===== src/rtl/seg7_reader_pkg.sv =====
// Shared definitions for the seven-segment reader.
// Glyph constants match the seg7 encoder so encode and decode agree.
package seg7_reader_pkg;

  typedef enum logic [1:0] {
    IDLE,
    SETTLE,
    EMIT,
    HOLD
  } state_t;

  // Segment order: bit0=a ... bit6=g
  localparam logic [6:0] GLYPH_0 = 7'h3F;
  localparam logic [6:0] GLYPH_1 = 7'h06;
  localparam logic [6:0] GLYPH_2 = 7'h5B;
  localparam logic [6:0] GLYPH_3 = 7'h4F;
  localparam logic [6:0] GLYPH_4 = 7'h66;
  localparam logic [6:0] GLYPH_5 = 7'h6D;
  localparam logic [6:0] GLYPH_6 = 7'h7D;
  localparam logic [6:0] GLYPH_7 = 7'h07;
  localparam logic [6:0] GLYPH_8 = 7'h7F;
  localparam logic [6:0] GLYPH_9 = 7'h6F;
  localparam logic [6:0] GLYPH_A = 7'h77;
  localparam logic [6:0] GLYPH_B = 7'h7C;
  localparam logic [6:0] GLYPH_C = 7'h39;
  localparam logic [6:0] GLYPH_D = 7'h5E;
  localparam logic [6:0] GLYPH_E = 7'h79;
  localparam logic [6:0] GLYPH_F = 7'h71;

  localparam logic [6:0] SEG_BLANK = 7'h00;

endpackage


===== src/rtl/seg7_decode.sv =====
// Combinational glyph decoder: segment pattern to hex digit.
// Any pattern outside the glyph set reports legal=0.
module seg7_decode
  import seg7_reader_pkg::*;
(
  input  logic [6:0] pattern,
  output logic [3:0] digit,
  output logic       legal
);

  always_comb begin
    digit = 4'h0;
    legal = 1'b1;
    unique case (pattern)
      GLYPH_0: digit = 4'h0;
      GLYPH_1: digit = 4'h1;
      GLYPH_2: digit = 4'h2;
      GLYPH_3: digit = 4'h3;
      GLYPH_4: digit = 4'h4;
      GLYPH_5: digit = 4'h5;
      GLYPH_6: digit = 4'h6;
      GLYPH_7: digit = 4'h7;
      GLYPH_8: digit = 4'h8;
      GLYPH_9: digit = 4'h9;
      GLYPH_A: digit = 4'hA;
      GLYPH_B: digit = 4'hB;
      GLYPH_C: digit = 4'hC;
      GLYPH_D: digit = 4'hD;
      GLYPH_E: digit = 4'hE;
      GLYPH_F: digit = 4'hF;
      default: legal = 1'b0;
    endcase
  end

endmodule


===== src/rtl/seg7_reader.sv =====
// Reads a multiplexed-free 7-segment display: debounces glyphs,
// decodes them to hex digits and pairs digits into bytes.
module seg7_reader
  import seg7_reader_pkg::*;
#(
  parameter int STABLE_CYCLES  = 1000,
  parameter bit SEG_ACTIVE_LOW = 1'b0
) (
  input  logic       clk,
  input  logic       rst,
  input  logic [6:0] seg_in,
  output logic [3:0] digit_out,
  output logic       digit_valid,
  output logic       seg_error,
  output logic [7:0] byte_out,
  output logic       byte_valid
);

  localparam int CW = $clog2(STABLE_CYCLES) + 1;
  localparam logic [CW-1:0] CNT_MAX = {CW{1'b1}};
  // The IDLE capture cycle already counts as one stable cycle
  localparam logic [CW-1:0] SETTLE_LAST = CW'(STABLE_CYCLES - 2);
  localparam logic [CW-1:0] HOLD_LAST = CW'(STABLE_CYCLES - 1);

  logic [6:0] seg_raw;
  logic [6:0] sync1;
  logic [6:0] sync2;

  state_t state;
  state_t state_nxt;
  logic [CW-1:0] cnt;
  logic [CW-1:0] cnt_nxt;
  logic [CW-1:0] cnt_inc;
  logic [6:0] cap;
  logic [6:0] cap_nxt;

  logic blank;
  logic same;
  logic [3:0] dec_digit;
  logic dec_legal;

  logic pair;
  logic [3:0] high;

  assign seg_raw = SEG_ACTIVE_LOW ? ~seg_in : seg_in;

  always_ff @(posedge clk or posedge rst) begin
    if (rst) begin
      sync1 <= '0;
      sync2 <= '0;
    end else begin
      sync1 <= seg_raw;
      sync2 <= sync1;
    end
  end

  seg7_decode u_decode (
    .pattern (cap),
    .digit   (dec_digit),
    .legal   (dec_legal)
  );

  assign blank = (sync2 == SEG_BLANK);
  assign same = (sync2 == cap);
  assign cnt_inc = (cnt == CNT_MAX) ? cnt : cnt + 1'b1;

  always_comb begin
    state_nxt = state;
    cnt_nxt = cnt;
    cap_nxt = cap;
    unique case (state)
      IDLE: begin
        if (!blank) begin
          cap_nxt = sync2;
          cnt_nxt = '0;
          state_nxt = SETTLE;
        end
      end
      SETTLE: begin
        if (blank) begin
          cnt_nxt = '0;
          state_nxt = IDLE;
        end else if (!same) begin
          cap_nxt = sync2;
          cnt_nxt = '0;
        end else if (cnt >= SETTLE_LAST) begin
          state_nxt = EMIT;
        end else begin
          cnt_nxt = cnt_inc;
        end
      end
      EMIT: begin
        cnt_nxt = '0;
        state_nxt = HOLD;
      end
      HOLD: begin
        if (!blank) begin
          cnt_nxt = '0;
        end else if (cnt >= HOLD_LAST) begin
          cnt_nxt = '0;
          state_nxt = IDLE;
        end else begin
          cnt_nxt = cnt_inc;
        end
      end
      default: begin
        cnt_nxt = '0;
        state_nxt = IDLE;
      end
    endcase
  end

  always_ff @(posedge clk or posedge rst) begin
    if (rst) begin
      state <= IDLE;
      cnt <= '0;
      cap <= '0;
    end else begin
      state <= state_nxt;
      cnt <= cnt_nxt;
      cap <= cap_nxt;
    end
  end

  // EMIT is a single cycle, so every pulse is isolated
  always_ff @(posedge clk or posedge rst) begin
    if (rst) begin
      digit_out <= '0;
      digit_valid <= 1'b0;
      seg_error <= 1'b0;
      byte_out <= '0;
      byte_valid <= 1'b0;
      pair <= 1'b0;
      high <= '0;
    end else begin
      digit_valid <= 1'b0;
      seg_error <= 1'b0;
      byte_valid <= 1'b0;
      if (state == EMIT) begin
        if (dec_legal) begin
          digit_out <= dec_digit;
          digit_valid <= 1'b1;
          if (pair) begin
            byte_out <= {high, dec_digit};
            byte_valid <= 1'b1;
            pair <= 1'b0;
          end else begin
            high <= dec_digit;
            pair <= 1'b1;
          end
        end else begin
          seg_error <= 1'b1;
          pair <= 1'b0;
        end
      end
    end
  end

endmodule


===== config.mk =====
export PLATFORM = sky130hd
export DESIGN_NAME = seg7_reader
export DESIGN_NICKNAME = d
export VERILOG_FILES = /design/src/rtl/seg7_reader_pkg.sv /design/src/rtl/seg7_decode.sv /design/src/rtl/seg7_reader.sv
export SDC_FILE = /design/constraint.sdc
export NUM_CORES = 1
export LEC_CHECK = 0
export ABC_AREA = 1
export BUFFER_PORTS_ARGS = -buffer_cell sky130_fd_sc_hd__clkbuf_2
export CORE_MARGIN = 4
export CORE_UTILIZATION = 30
export CTS_BUF_LIST = sky130_fd_sc_hd__clkbuf_4 sky130_fd_sc_hd__clkbuf_8
export CTS_CLUSTER_SIZE = 28
export DETAILED_ROUTE_END_ITERATION = 8
export PLACE_DENSITY = 0.55
export SYNTH_ARGS = -nofsm -noshare
export SYNTH_HDL_FRONTEND = slang
export SYNTH_SLANG_ARGS = --single-unit

===== constraint.sdc =====
create_clock -name clk -period 1.6 [get_ports clk]
set_input_delay 0.24 -clock clk [delete_from_list [all_inputs] [get_ports clk]]
set_output_delay 0.24 -clock clk [all_outputs]
set_load 0.1 [all_outputs]

* Word-level counts from Yosys, hierarchy flattened
Index checks and enable logic that the tools add are counted.
** Storage, ports and cells
- Bits of input ports :: 9
- Logic and storage cells :: 85
- Register bits :: 54
** Operators by class
- Reduce and logical (&&, ||, !) cells :: 10
- Bitwise logic cells :: 1
- Magnitude comparators :: 2
- Equal/unequal tests :: 29
- Muxes and demuxes :: 30
- Add/subtract/negate cells :: 1
** Operators with widths (count)
- $eq A7 B7 Y1 const B :: 12
- $mux W11 :: 7
- $pmux W4 S15 :: 1
- $pmux W11 S4 :: 1
- $ge A11 B10 Y1 const B :: 2
- $mux W7 :: 3
- $reduce_or A16 Y1 :: 1
- $eq A7 B3 Y1 const B :: 2
- $eq A7 B6 Y1 const B :: 2
- $pmux W7 S2 :: 1
- $mux W2 :: 6
- $add A11 B1 Y11 const B :: 1
- $eq A11 B11 Y1 const B :: 1
- $mux W1 :: 10
- $ne A2 B2 Y1 const B :: 5
- $pmux W2 S4 :: 1
- $eq A7 B7 Y1 :: 1
- $logic_not A7 Y1 :: 1
- $ne A3 B3 Y1 const B :: 2
- $reduce_and A3 Y1 :: 2
- $reduce_and A5 Y1 :: 1
- $eq A2 B2 Y1 const B :: 2
- $ne A4 B4 Y1 const B :: 1
- $reduce_and A2 Y1 :: 2
- other kinds (5) :: 5

* Logic depth before layout (Yosys ltp)
- Depth in word-level cells :: 6
- Depth in mapped cells :: 14
- Mapped depth without buffers :: 13

* Hierarchy
A second synthesis with hierarchy kept.
** Unflattened totals
- Cells, all modules :: 359
- Area, all modules :: 2757.6 sq um
** Modules (own cells, without submodules)
- seg7_reader :: area an instance 2442.3 sq um, cells an instance 293, sequential area each 1351.3 sq um, instances 1
- seg7_decode :: area an instance 315.3 sq um, cells an instance 66, sequential area each 0.0 sq um, instances 1

* Worst setup path before layout
OpenSTA, ideal clock, no wires.
- Path type :: flip-flop to flip-flop
- Start point :: register cnt[0]
- End point :: register cnt[2]
- Setup time :: 71 ps
- Stages on the path, launching flop included :: 13
- Arrival time :: 1495 ps
- Path buffers :: 1
- Clock period less this slack :: 1567 ps
- Setup slack :: 33 ps
- Path through :: dfrtp_1 ha_1 nand2_1 nor2_1 nand2_1 inv_1 nand3_1 nor2_2 nand2_2 buf_6 nand4_1 nand2_1 nor2_1
** Between the ends
- Longest elaborated chain between the ends :: 6
** RTL lines
- start: declaration :: line seg7_reader.sv:31 : logic [CW-1:0] cnt;
- start signal: assignment :: line seg7_reader.sv:120 : cnt <= cnt_nxt;
- $add A11 B1 Y11 or $eq A11 B11 Y1 (tied branches) :: line seg7_reader.sv:65 : assign cnt_inc = (cnt == CNT_MAX) ? cnt : cnt + 1'b1;
- $mux W11 :: line seg7_reader.sv:65
- $mux W11 :: line seg7_reader.sv:86 : end else if (cnt >= SETTLE_LAST) begin
- $mux W11 :: line seg7_reader.sv:83 : end else if (!same) begin
- $mux W11 :: line seg7_reader.sv:80 : if (blank) begin
- $pmux W11 S4 :: line seg7_reader.sv:71 : unique case (state)
Parallel ways exist; a longest one is shown, timed or not. The select of a mux whose other input is x is not followed.
A chain may end at the register's enable or synchronous reset.

* Worst setup path after layout
- Start point :: register cap[3]
- End point :: register cnt[3]
** Between the ends
- Longest elaborated chain between the ends :: 4
** RTL lines
- start: declaration :: line seg7_reader.sv:34 : logic [6:0] cap;
- start signal: assignment :: line seg7_reader.sv:121 : cap <= cap_nxt;
- $eq A7 B7 Y1 (*) :: line seg7_reader.sv:64 : assign same = (sync2 == cap);
- $mux W11 :: line seg7_reader.sv:83
- $mux W11 :: line seg7_reader.sv:80
- $pmux W11 S4 :: line seg7_reader.sv:71
Mark *: on every way between the ends. The rest lies on a longest branch, timed or not.

==> impl_metrics.py <==
metrics = {
    "grt": {
        "antenna_found_initial": 0,
        "overflow": 0,
        "grt_max_degree": 55,
        "grt_pass1_wl_um": 11600,
        "grt_pass1_vias": 2567,
        "gr-usage-all-layers": 0.124,
    },
    "drt": {
        "avgViaCountPerCell": 4.51,
        "drt-pass1-iter-count": 4,
        "via_count": 2680,
        "drt.antenna.violating_nets": 0,
        "routed_wl_um": 7220,
        "drt_drc_violations_left": 0,
        "wire_per_inst_um": 12.2,
        "drt_iter0_drc": 100,
    },
    "final_layout": {
        "syn2layout_area_growth_pct": 47.9,
        "drive_gt1_frac": 0.480,
        "diodes": 0,
        "postLayoutCellArea_sq_um": 4270,
        "register_area_sq_um": 1360,
        "multiInputGateArea_sq_um": 1700,
        "fillCellCount": 912,
        "mostFrequentLayoutCell": "nand2_1",
        "nets": 475,
        "final_cell_mix": "91 x nand2_1, 55 x buf_4, 46 x dfrtp_1",
    },
    "clock_network": {
        "clkSlewWorstSetupHoldPaths_ns": 0.10,
        "cts_buffers": 5,
        "insertion_delay_ns": 0.30,
        "clock-sinks": 54,
        "cts_root_buf": "clkbuf_8",
        "htreeDepth": 2,
        "cts_tree": "done",
        "clock_path_buffers": 2,
    },
    "timing": {
        "slew_headroom": 0.639,
        "worst_slew_pin_slew_ns": 0.544,
        "clock_skew_ns": 0.00568,
        "setup_viol": 33,
        "rsz0062_at_grt": "yes",
        "fin_crit_sh": 1.08,
        "maxSlewViolCount": 0,
        "finalWorstSetupSlack_ns": -0.124,
        "fmax_mhz": 580,
        "hold_violations": 0,
        "min_period_ns": 1.72,
        "setup_tns_ns": -2.52,
    },
    "die": {
        "die_h_um": 106,
        "die_area_sq_um": 11300,
        "io_pins": 24,
        "core_area_sq_um": 9280,
        "rows": 35,
        "dieWidth_um": 106,
        "initial_core_util": 0.311,
    },
    "synth": {
        "synth_area_leader_cell": "dfrtp_1",
        "synthAdderAreaFrac": 0.00867,
        "synth_seq_cells": 54,
        "netlist_area_sq_um": 2890,
        "ys_types": 35,
        "netlist_instances": 369,
        "ys.flop_type": "dfrtp_1",
        "mappedNetlistNets": 380,
        "synth-simple-area-share": 0.382,
        "synth_async_sr_flop_share": 1.00,
        "synth_compound_area_frac": 0.0317,
        "synth_mux_area_frac": 0,
        "synth-xor-area-share": 0.0182,
        "synth_enable_flop_cells": 0,
        "yosysWarnings": 0,
        "ys_seq_area_frac": 0.468,
        "synth_top_area_frac": 0.468,
        "syn_area_per_cell_sq_um": 7.82,
        "ys_top_cells_by_area": "dfrtp_1 47%, nand2_1 15%, nand4_1 6.3%",
        "synth_top_family_by_area": "simple AND/OR/NAND/NOR gates",
    },
    "worst_setup_path": {
        "crit_fanout": 6,
        "critPathArrivalTime_ns": 1.93,
        "crit_slowest_cell": "dfrtp_2",
        "path_common_cell": "nand2_1",
        "critPathLaunchType": "flip-flop",
        "r2r_setup_slack_ns": -0.12,
        "required_ns": 1.80,
        "endpoint_kind": "flip-flop",
        "crit_chain": "inv_1 > nand2_1 > nand2_1 > nand3_2 > nor3_4 > nand2_4 > buf_6 > nand4_1 > nand2_1 > inv_1 > nor2_1",
        "max_stage_delay_ns": 0.47,
        "critPathKind": "reg2reg",
    },
    "power": {
        "pwr_density_cell_nw_per_um2": 609,
        "ir_worst_vdd_v": 0.000366,
        "p_leak_nw": 2.24,
    },
    "run_status": {
        "status": "complete, but fails checks",
        "failed_checks": "negative setup slack",
    },
    "run": {
        "cap_violations": 0,
    },
    "placed_design": {
        "dp.final_hpwl_um": 4440,
        "gp_congestion": 0.815,
        "io_buffer_count": 23,
        "dpl_cell_area_sq_um": 3470,
    },
    "worst_hold_path": {
        "hold_class": "in2reg",
    },
}
==> final timing paths <==
check,from,to,depth (start not counted)
min in group asynchronous,rst,byte_out[7],4
max in group asynchronous,rst,cap[1],4
setup / recovery,cap[3],cnt[3],11
hold / removal,seg_in[4],sync1[4],1
setup reg to reg,cap[3],cnt[3],11
hold reg to reg,sync1[4],sync2[4],0
==> Yosys cell counts, types with 2 or more instances <==
library cell / count
nand2_1: 119
dfrtp_1: 54
inv_1: 45
nand4_1: 29
nor2_1: 29
nand3_1: 24
o21ai_0: 9
nor3_1: 7
nor2_2: 6
inv_2: 5
buf_2: 4
nand2_2: 4
xor2_1: 4
nand3_2: 3
a31oi_1: 2
buf_4: 2
buf_6: 2
ha_1: 2
nand3_4: 2
xnor2_1: 2
==> sequential cells by signal, indices dropped and copies added (netlist names), named ones only <==
signal and cells:
cap 7, high 4, sync1 7, sync2 7, byte_out 8, digit_valid 1
seg_error 1, state 1, pair 1, cnt 11, byte_valid 1, digit_out 4
==> stage by stage <==
stage	instances	utilization	hold slack [ns]	setup WS (ns)	power (mW)
2_1_floorplan	369	-	0.271	0.0335	1.57
3_3_place_gp	559	0.374	0.295	-0.180	1.64
3_5_place_dp	559	0.374	0.302	-0.206	1.64
4_1_cts	584	0.421	0.0222	-0.0924	2.59
5_1_grt	594	0.460	0.0103	-0.248	2.74
6_report	594	0.460	0.0328	-0.124	2.60
==> critical path: cells and delay by family (launching register included) <==
family / cells / cell delay [ns]
buffers and inverters: 3 / 0.27
DFF: 1 / 0.47
and+or+nand+nor: 8 / 0.87
==> metal layers <==
metal  wire length, um  GRT usage  part of all wire
met4               105     0.0324             0.015
met5                 0          0                 0
met1              3290      0.163              0.45
met2              3560      0.209              0.49
met3               268     0.0255             0.037
==> layout make-up <==
type	instances	share of cell area
timing repair buffer	94	0.173
multi-input combinational	259	0.399
clock buffer	5	0.0161
clock inverter	3	0.00938
sequential	54	0.319
tap	129	0.0378
inverter	50	0.0457
==> where the power goes <==
group          switching [mW]  internal [mW]
logic                   0.152          0.112
clock network           0.444          0.461
registers              0.0356           1.40
total                   0.631           1.97
==> what timing repair did <==
action,CTS,global route
endpoints found under the hold margin,54,0
resized for setup,57,89
setup endpoints to repair,33,40
cloned,4,1
setup buffers,12,9
pin swaps,23,30
hold buffers,1,0
==> cell families (layout without fill, tap and decap cells) <==
logic type / after synthesis / count (layout)
fa+ha+maj: 2 / 2
xor+xnor: 6 / 6
compound gates: 16 / 16
flops: 54 / 54
simple gates: 231 / 235
buf+inv: 60 / 152
(Power assumes the default switching activity.)
